[src/rtl/square_pkg.sv]
// Shared types and defaults for the square sprite controller: command opcodes,
// FSM states, default screen/sprite geometry and velocity negation helper.
package square_pkg;

    typedef enum logic [1:0] {
        OP_SET_POS  = 2'b00,
        OP_SET_CTRL = 2'b01,
        OP_SET_VEL  = 2'b10,
        OP_FILL     = 2'b11
    } op_e;

    typedef enum logic {
        IDLE = 1'b0,
        FILL = 1'b1
    } state_e;

    localparam int H_RES_DEF = 640;
    localparam int V_RES_DEF = 480;
    localparam int SIZE_DEF  = 16;

    // -8 has no positive 4-bit counterpart, so it bounces back as +7.
    function automatic logic [3:0] neg_sat(input logic [3:0] v);
        return (v == 4'b1000) ? 4'b0111 : (~v + 4'd1);
    endfunction

endpackage

[src/rtl/square_axis.sv]
// One axis of sprite motion: position step by a signed 4-bit velocity with
// bounce at 0 and LIM. Purely combinational; the caller registers the result.
module square_axis
    import square_pkg::*;
#(
    parameter int LIM = H_RES_DEF - SIZE_DEF
) (
    input  logic [10:0] p,
    input  logic [3:0]  v,
    output logic [10:0] p_next,
    output logic [3:0]  v_next
);

    localparam logic signed [11:0] LIM_S = 12'(LIM);

    logic signed [11:0] sum;

    assign sum = $signed({1'b0, p}) + $signed({{8{v[3]}}, v});

    always_comb begin
        // NOTE: defaults first so every path assigns both outputs and no latch is inferred.
        p_next = sum[10:0];
        v_next = v;
        if (sum > LIM_S) begin
            p_next = LIM_S[10:0];
            v_next = neg_sat(v);
        end else if (sum < 12'sd0) begin
            p_next = 11'd0;
            v_next = neg_sat(v);
        end
    end

endmodule

[src/rtl/square_ctrl.sv]
// Square sprite controller: command decode, sprite RAM fill sequencer and,
// when SQUARE_CTRL_MOTION_EN is defined, a per-frame bouncing motion engine.
module square_ctrl
    import square_pkg::*;
#(
    parameter int ADDR  = 10,
    parameter int H_RES = H_RES_DEF,
    parameter int V_RES = V_RES_DEF,
    parameter int SIZE  = SIZE_DEF
) (
    input  logic            clk,
    input  logic            reset,
    input  logic [10:0]     x,
    input  logic [10:0]     y,
    input  logic            cmd_valid,
    output logic            cmd_ready,
    input  logic [1:0]      cmd_op,
    input  logic [31:0]     cmd_data,
    output logic [10:0]     x0,
    output logic [10:0]     y0,
    output logic [4:0]      ctrl,
    output logic            we,
    output logic [ADDR-1:0] addr_w,
    output logic [1:0]      pixel_in,
    output logic            busy,
    output logic            fill_done
);

    localparam int LIM_X = H_RES - SIZE;
    localparam int LIM_Y = V_RES - SIZE;

    state_e     state;
    logic [7:0] cnt;
    logic [1:0] sid;
    logic       fire;
    op_e        op;

    assign fire = cmd_valid && cmd_ready;
    assign op   = op_e'(cmd_op);

`ifdef SQUARE_CTRL_MOTION_EN
    logic [3:0]  vx, vy, vx_nx, vy_nx;
    logic        move_en;
    logic [10:0] x_d1, x_nx, y_nx;
    logic        frame_tick, motion_step;

    assign frame_tick  = (x_d1 == 11'd0) && (x == 11'd1) && (y == 11'd0);
    // Position/velocity commands take priority over the frame's motion step.
    assign motion_step = frame_tick && move_en &&
                         !(fire && (op == OP_SET_POS || op == OP_SET_VEL));

    square_axis #(.LIM(LIM_X)) u_axis_x (.p(x0), .v(vx), .p_next(x_nx), .v_next(vx_nx));
    square_axis #(.LIM(LIM_Y)) u_axis_y (.p(y0), .v(vy), .p_next(y_nx), .v_next(vy_nx));

    logic unused;
    assign unused = ^cmd_data[31:22];
`else
    logic unused;
    assign unused = ^{x, y, cmd_data[31:22]} ^ (LIM_X > LIM_Y);
`endif

    // NOTE: sequential state uses non-blocking assignments only, so every register
    // samples the pre-edge values regardless of statement order.
    always_ff @(posedge clk) begin
        if (reset) begin
            state     <= IDLE;
            cmd_ready <= 1'b1;
            x0        <= '0;
            y0        <= '0;
            ctrl      <= '0;
            we        <= 1'b0;
            addr_w    <= '0;
            pixel_in  <= '0;
            busy      <= 1'b0;
            fill_done <= 1'b0;
            cnt       <= '0;
            sid       <= '0;
`ifdef SQUARE_CTRL_MOTION_EN
            vx        <= '0;
            vy        <= '0;
            move_en   <= 1'b0;
            x_d1      <= '0;
`endif
        end else begin
            fill_done <= 1'b0;
            case (state)
                IDLE: begin
                    if (fire) begin
                        case (op)
                            OP_SET_POS: begin
                                x0 <= cmd_data[10:0];
                                y0 <= cmd_data[21:11];
                            end
                            OP_SET_CTRL: ctrl <= cmd_data[4:0];
                            OP_SET_VEL: begin
`ifdef SQUARE_CTRL_MOTION_EN
                                vx      <= cmd_data[3:0];
                                vy      <= cmd_data[7:4];
                                move_en <= cmd_data[8];
`endif
                            end
                            OP_FILL: begin
                                state     <= FILL;
                                cmd_ready <= 1'b0;
                                busy      <= 1'b1;
                                we        <= 1'b1;
                                sid       <= cmd_data[1:0];
                                cnt       <= 8'd0;
                                addr_w    <= ADDR'({cmd_data[1:0], 8'd0});
                                pixel_in  <= cmd_data[3:2];
                            end
                        endcase
                    end
                end
                FILL: begin
                    if (cnt == 8'hFF) begin
                        state     <= IDLE;
                        cmd_ready <= 1'b1;
                        busy      <= 1'b0;
                        we        <= 1'b0;
                        fill_done <= 1'b1;
                    end else begin
                        cnt    <= cnt + 8'd1;
                        addr_w <= ADDR'({sid, cnt + 8'd1});
                    end
                end
            endcase
`ifdef SQUARE_CTRL_MOTION_EN
            x_d1 <= x;
            if (motion_step) begin
                x0 <= x_nx;
                y0 <= y_nx;
                vx <= vx_nx;
                vy <= vy_nx;
            end
`endif
        end
    end

endmodule

[config.mk]
export PLATFORM = sky130hd
export DESIGN_NAME = square_ctrl
export DESIGN_NICKNAME = d
export VERILOG_FILES = /design/src/rtl/square_pkg.sv /design/src/rtl/square_axis.sv /design/src/rtl/square_ctrl.sv
export SDC_FILE = /design/constraint.sdc
export NUM_CORES = 1
export LEC_CHECK = 0
export ABC_CLOCK_PERIOD_IN_PS = 3800
export BUFFER_PORTS_ARGS = -buffer_cell sky130_fd_sc_hd__buf_2
export CAP_MARGIN = 20
export CORE_MARGIN = 3
export CORE_UTILIZATION = 46
export DETAILED_ROUTE_END_ITERATION = 8
export GPL_ROUTABILITY_DRIVEN = 0
export GPL_TIMING_DRIVEN = 0
export HOLD_SLACK_MARGIN = 0.15
export PLACE_DENSITY_LB_ADDON = 0.1
export SLEW_MARGIN = 20
export SYNTH_ARGS = -nofsm -noshare
export SYNTH_HDL_FRONTEND = slang
export SYNTH_SLANG_ARGS = --single-unit
export TNS_END_PERCENT = 30
[constraint.sdc]
create_clock -name clk -period 3.8 [get_ports clk]
set_input_delay 0.38 -clock clk [delete_from_list [all_inputs] [get_ports clk]]
set_output_delay 0.38 -clock clk [all_outputs]
set_load 0.1 [all_outputs]
==> results.py <==
metrics = {
    "worst_hold_path": {
        "worstHoldPathType": "input port to register",
        "min_from": "cmd_data[8]",
    },
    "placed_design": {
        "numPortBuffers": 68,
        "dp_cells": 316,
        "placed_area_sq_um": 2150,
        "hpwl_mm": 3.02,
    },
    "final_layout": {
        "nFillCells": 331,
        "syn2layout_area_growth_pct": 27.6,
        "design_area_sq_um": 2240,
        "stdcell_count": 323,
        "drive_gt1_frac": 0.303,
        "utilization": 0.641,
        "nets": 337,
        "n_antenna_cell": 0,
    },
    "detailed_routing": {
        "drt.antenna.violating_nets": 0,
        "first_pass_iters": 4,
        "drc": 0,
        "vias": 1616,
        "via_per_inst": 5.00,
        "dr.first_iter.drc_count": 76,
        "avgRoutedWirePerCell_um": 12.4,
        "totalWireLength_mm": 4.00,
    },
    "run_status": {
        "status": "finished, final reports clean",
    },
    "pwr": {
        "leakagePower_nw": 1.05,
        "power.total_uw": 971,
        "ir_worst_vdd_uv": 305,
        "power_density_nw_per_um2": 433,
    },
    "timing": {
        "post-route-period-util": 0.457,
        "setup_tns_ps": 0,
        "maxSlewHeadroom": 0.667,
        "hold_viol": 0,
        "tightestPinTransition_ps": 503,
        "drv_slew": 0,
        "period_minus_slack_ps": 1730,
        "fmax_ghz": 0.576,
        "rsz0062_at_grt": "false",
        "skew_ps": 5.17,
        "setup_viol": 0,
    },
    "synthesis": {
        "yosys_warnings": 0,
        "seq_area_frac_synth": 0.513,
        "avgSynthCellArea_sq_um": 8.70,
        "ys.flop_type": "dfxtp_1",
        "synth_nets": 262,
        "ys_async_sr_fraction": 0,
        "synth_area_sq_um": 1760,
        "ys_types": 38,
        "synth_edf_count": 0,
        "yosys_register_bits": 45,
        "syn_inst": 202,
    },
    "critical_path": {
        "end_kind": "register",
        "startpoint_type": "register",
        "cp-startpoint": "addr_w[1]$_SDFFE_PP0P_",
        "path_max_fanout": 6,
        "crit_type": "register to register",
        "cp.required_ps": 3980,
        "arrival_ps": 1920,
        "reg2reg_from": "addr_w[1]$_SDFFE_PP0P_",
        "rrSetupSlack_ps": 2070,
    },
    "clock_network": {
        "cts_tree": "built",
        "cts_made_buffers": 5,
        "cts_hold_buf": 0,
        "cts_root_buf": "clkbuf_8",
        "cts.reportedPaths.clkPinSlew_ps": 70,
        "cts_buffer_depth": 2,
        "ctsResizeCount": 0,
        "ctsHtreeMaxLevel": 2,
        "clkLatencyLatePin_ps": 290,
        "cts.sinks": 45,
        "cts_setup_buffers": 0,
    },
    "floorplan": {
        "io_pins": 102,
        "start_util": 0.503,
        "die_w_um": 67.8,
        "num_rows": 21,
        "dieArea_sq_um": 4600,
        "die_h_um": 67.8,
        "core-area_sq_um": 3490,
    },
    "global_routing": {
        "gr-usage-all-layers": 0.185,
        "first_global_vias": 1472,
        "grt_pass1_wl_mm": 6.36,
        "grt_max_degree": 13,
        "grt_overflow_total": 0,
        "antenna_found_initial": 0,
    },
    "flow_run": {
        "cap_viol_max_count": 0,
    },
}
power breakdown:
group	switching [mW]	internal (mW)
logic	0.151	0.0399
clock network	0.140	0.144
registers	0.00877	0.487
worst max-delay path, cell delays in order (launching register included):
cell and delay (ps):
dfxtp_1 380, ha_1 270, and4_1 260, and2_0 330
nor2_1 130, mux2_2 270
synthesized netlist by cell type, types with 2 or more instances:
cell type	instances	area (sq um)
nand2_1	52	195
mux2i_1	11	110
a211oi_1	4	30.0
nand3_1	2	10.0
a21oi_1	27	135
nor2_1	14	52.6
o21ai_0	4	20.0
buf_4	2	15.0
a22o_1	2	17.5
buf_2	5	25.0
or3_1	2	12.5
nand2b_1	2	12.5
dfxtp_1	45	901
clkbuf_1	6	22.5
layout make-up:
cell class	count	area, sq um	share of cell area
plain buffers	13	62.6	0.0279
well taps	46	57.6	0.0257
clock buffers	7	86.3	0.0385
repair buffers	68	340	0.152
multi-input cells	144	793	0.354
flip-flops and latches	45	901	0.402
path summary, 6_finish.rpt:
check / endpoint / depth (start not counted)
worst max-delay path: addr_w[0]$_SDFFE_PP0P_ / 5
worst min-delay path: x0[8]$_SDFFE_PP0P_ / 3
worst max register to register: addr_w[0]$_SDFFE_PP0P_ / 5
worst min register to register: y0[6]$_SDFFE_PP0P_ / 2
per-stage QoR:
stage	hold WS [ps]	setup slack, ps
after floorplan	463	1540
after global placement	441	2110
after detailed placement	447	2110
after CTS	314	2090
after global routing	305	2000
final	321	2070
flip-flops by register name, indices dropped and copies added, names as in the netlist:
register and cells:
state 1, sid 2, x0 11, addr_w 10
cmd_ready 1, ctrl 5, y0 11, pixel_in 2
fill_done 1, busy 1
layout by cell type (no fill, tap or decap), drive strengths merged, types with 2 or more instances in the layout:
cell type and n:
buf 75, nand2 52, dfxtp 45, a21oi 27, nor2 15, clkbuf 13
mux2i 11, a211oi 4, o21ai 4, or3 2, nand2b 2, nand3 2
a22o 2
cells by family (layout without fill, tap and decap cells):
group	after synthesis	after routing	synth area share
buffers and inverters	13	88	0.0356
XOR/XNOR	2	2	0.00997
flip-flops	45	45	0.513
AND/OR/NAND/NOR	83	83	0.208
adder cells (fa/ha/maj)	1	1	0.00712
AO/OA/AOI/OAI	46	46	0.157
multiplexers	12	12	0.0691
metal layers:
metal | part of all wire | GRT usage | vias up
li1 | - | - | 838
met1 | 0.45 | 0.222 | 723
met2 | 0.46 | 0.298 | 50
met3 | 0.084 | 0.0749 | 5
met4 | 0.013 | 0.0670 | 0
met5 | 0 | 0 | -
Power figures use the tool's default switching activity.
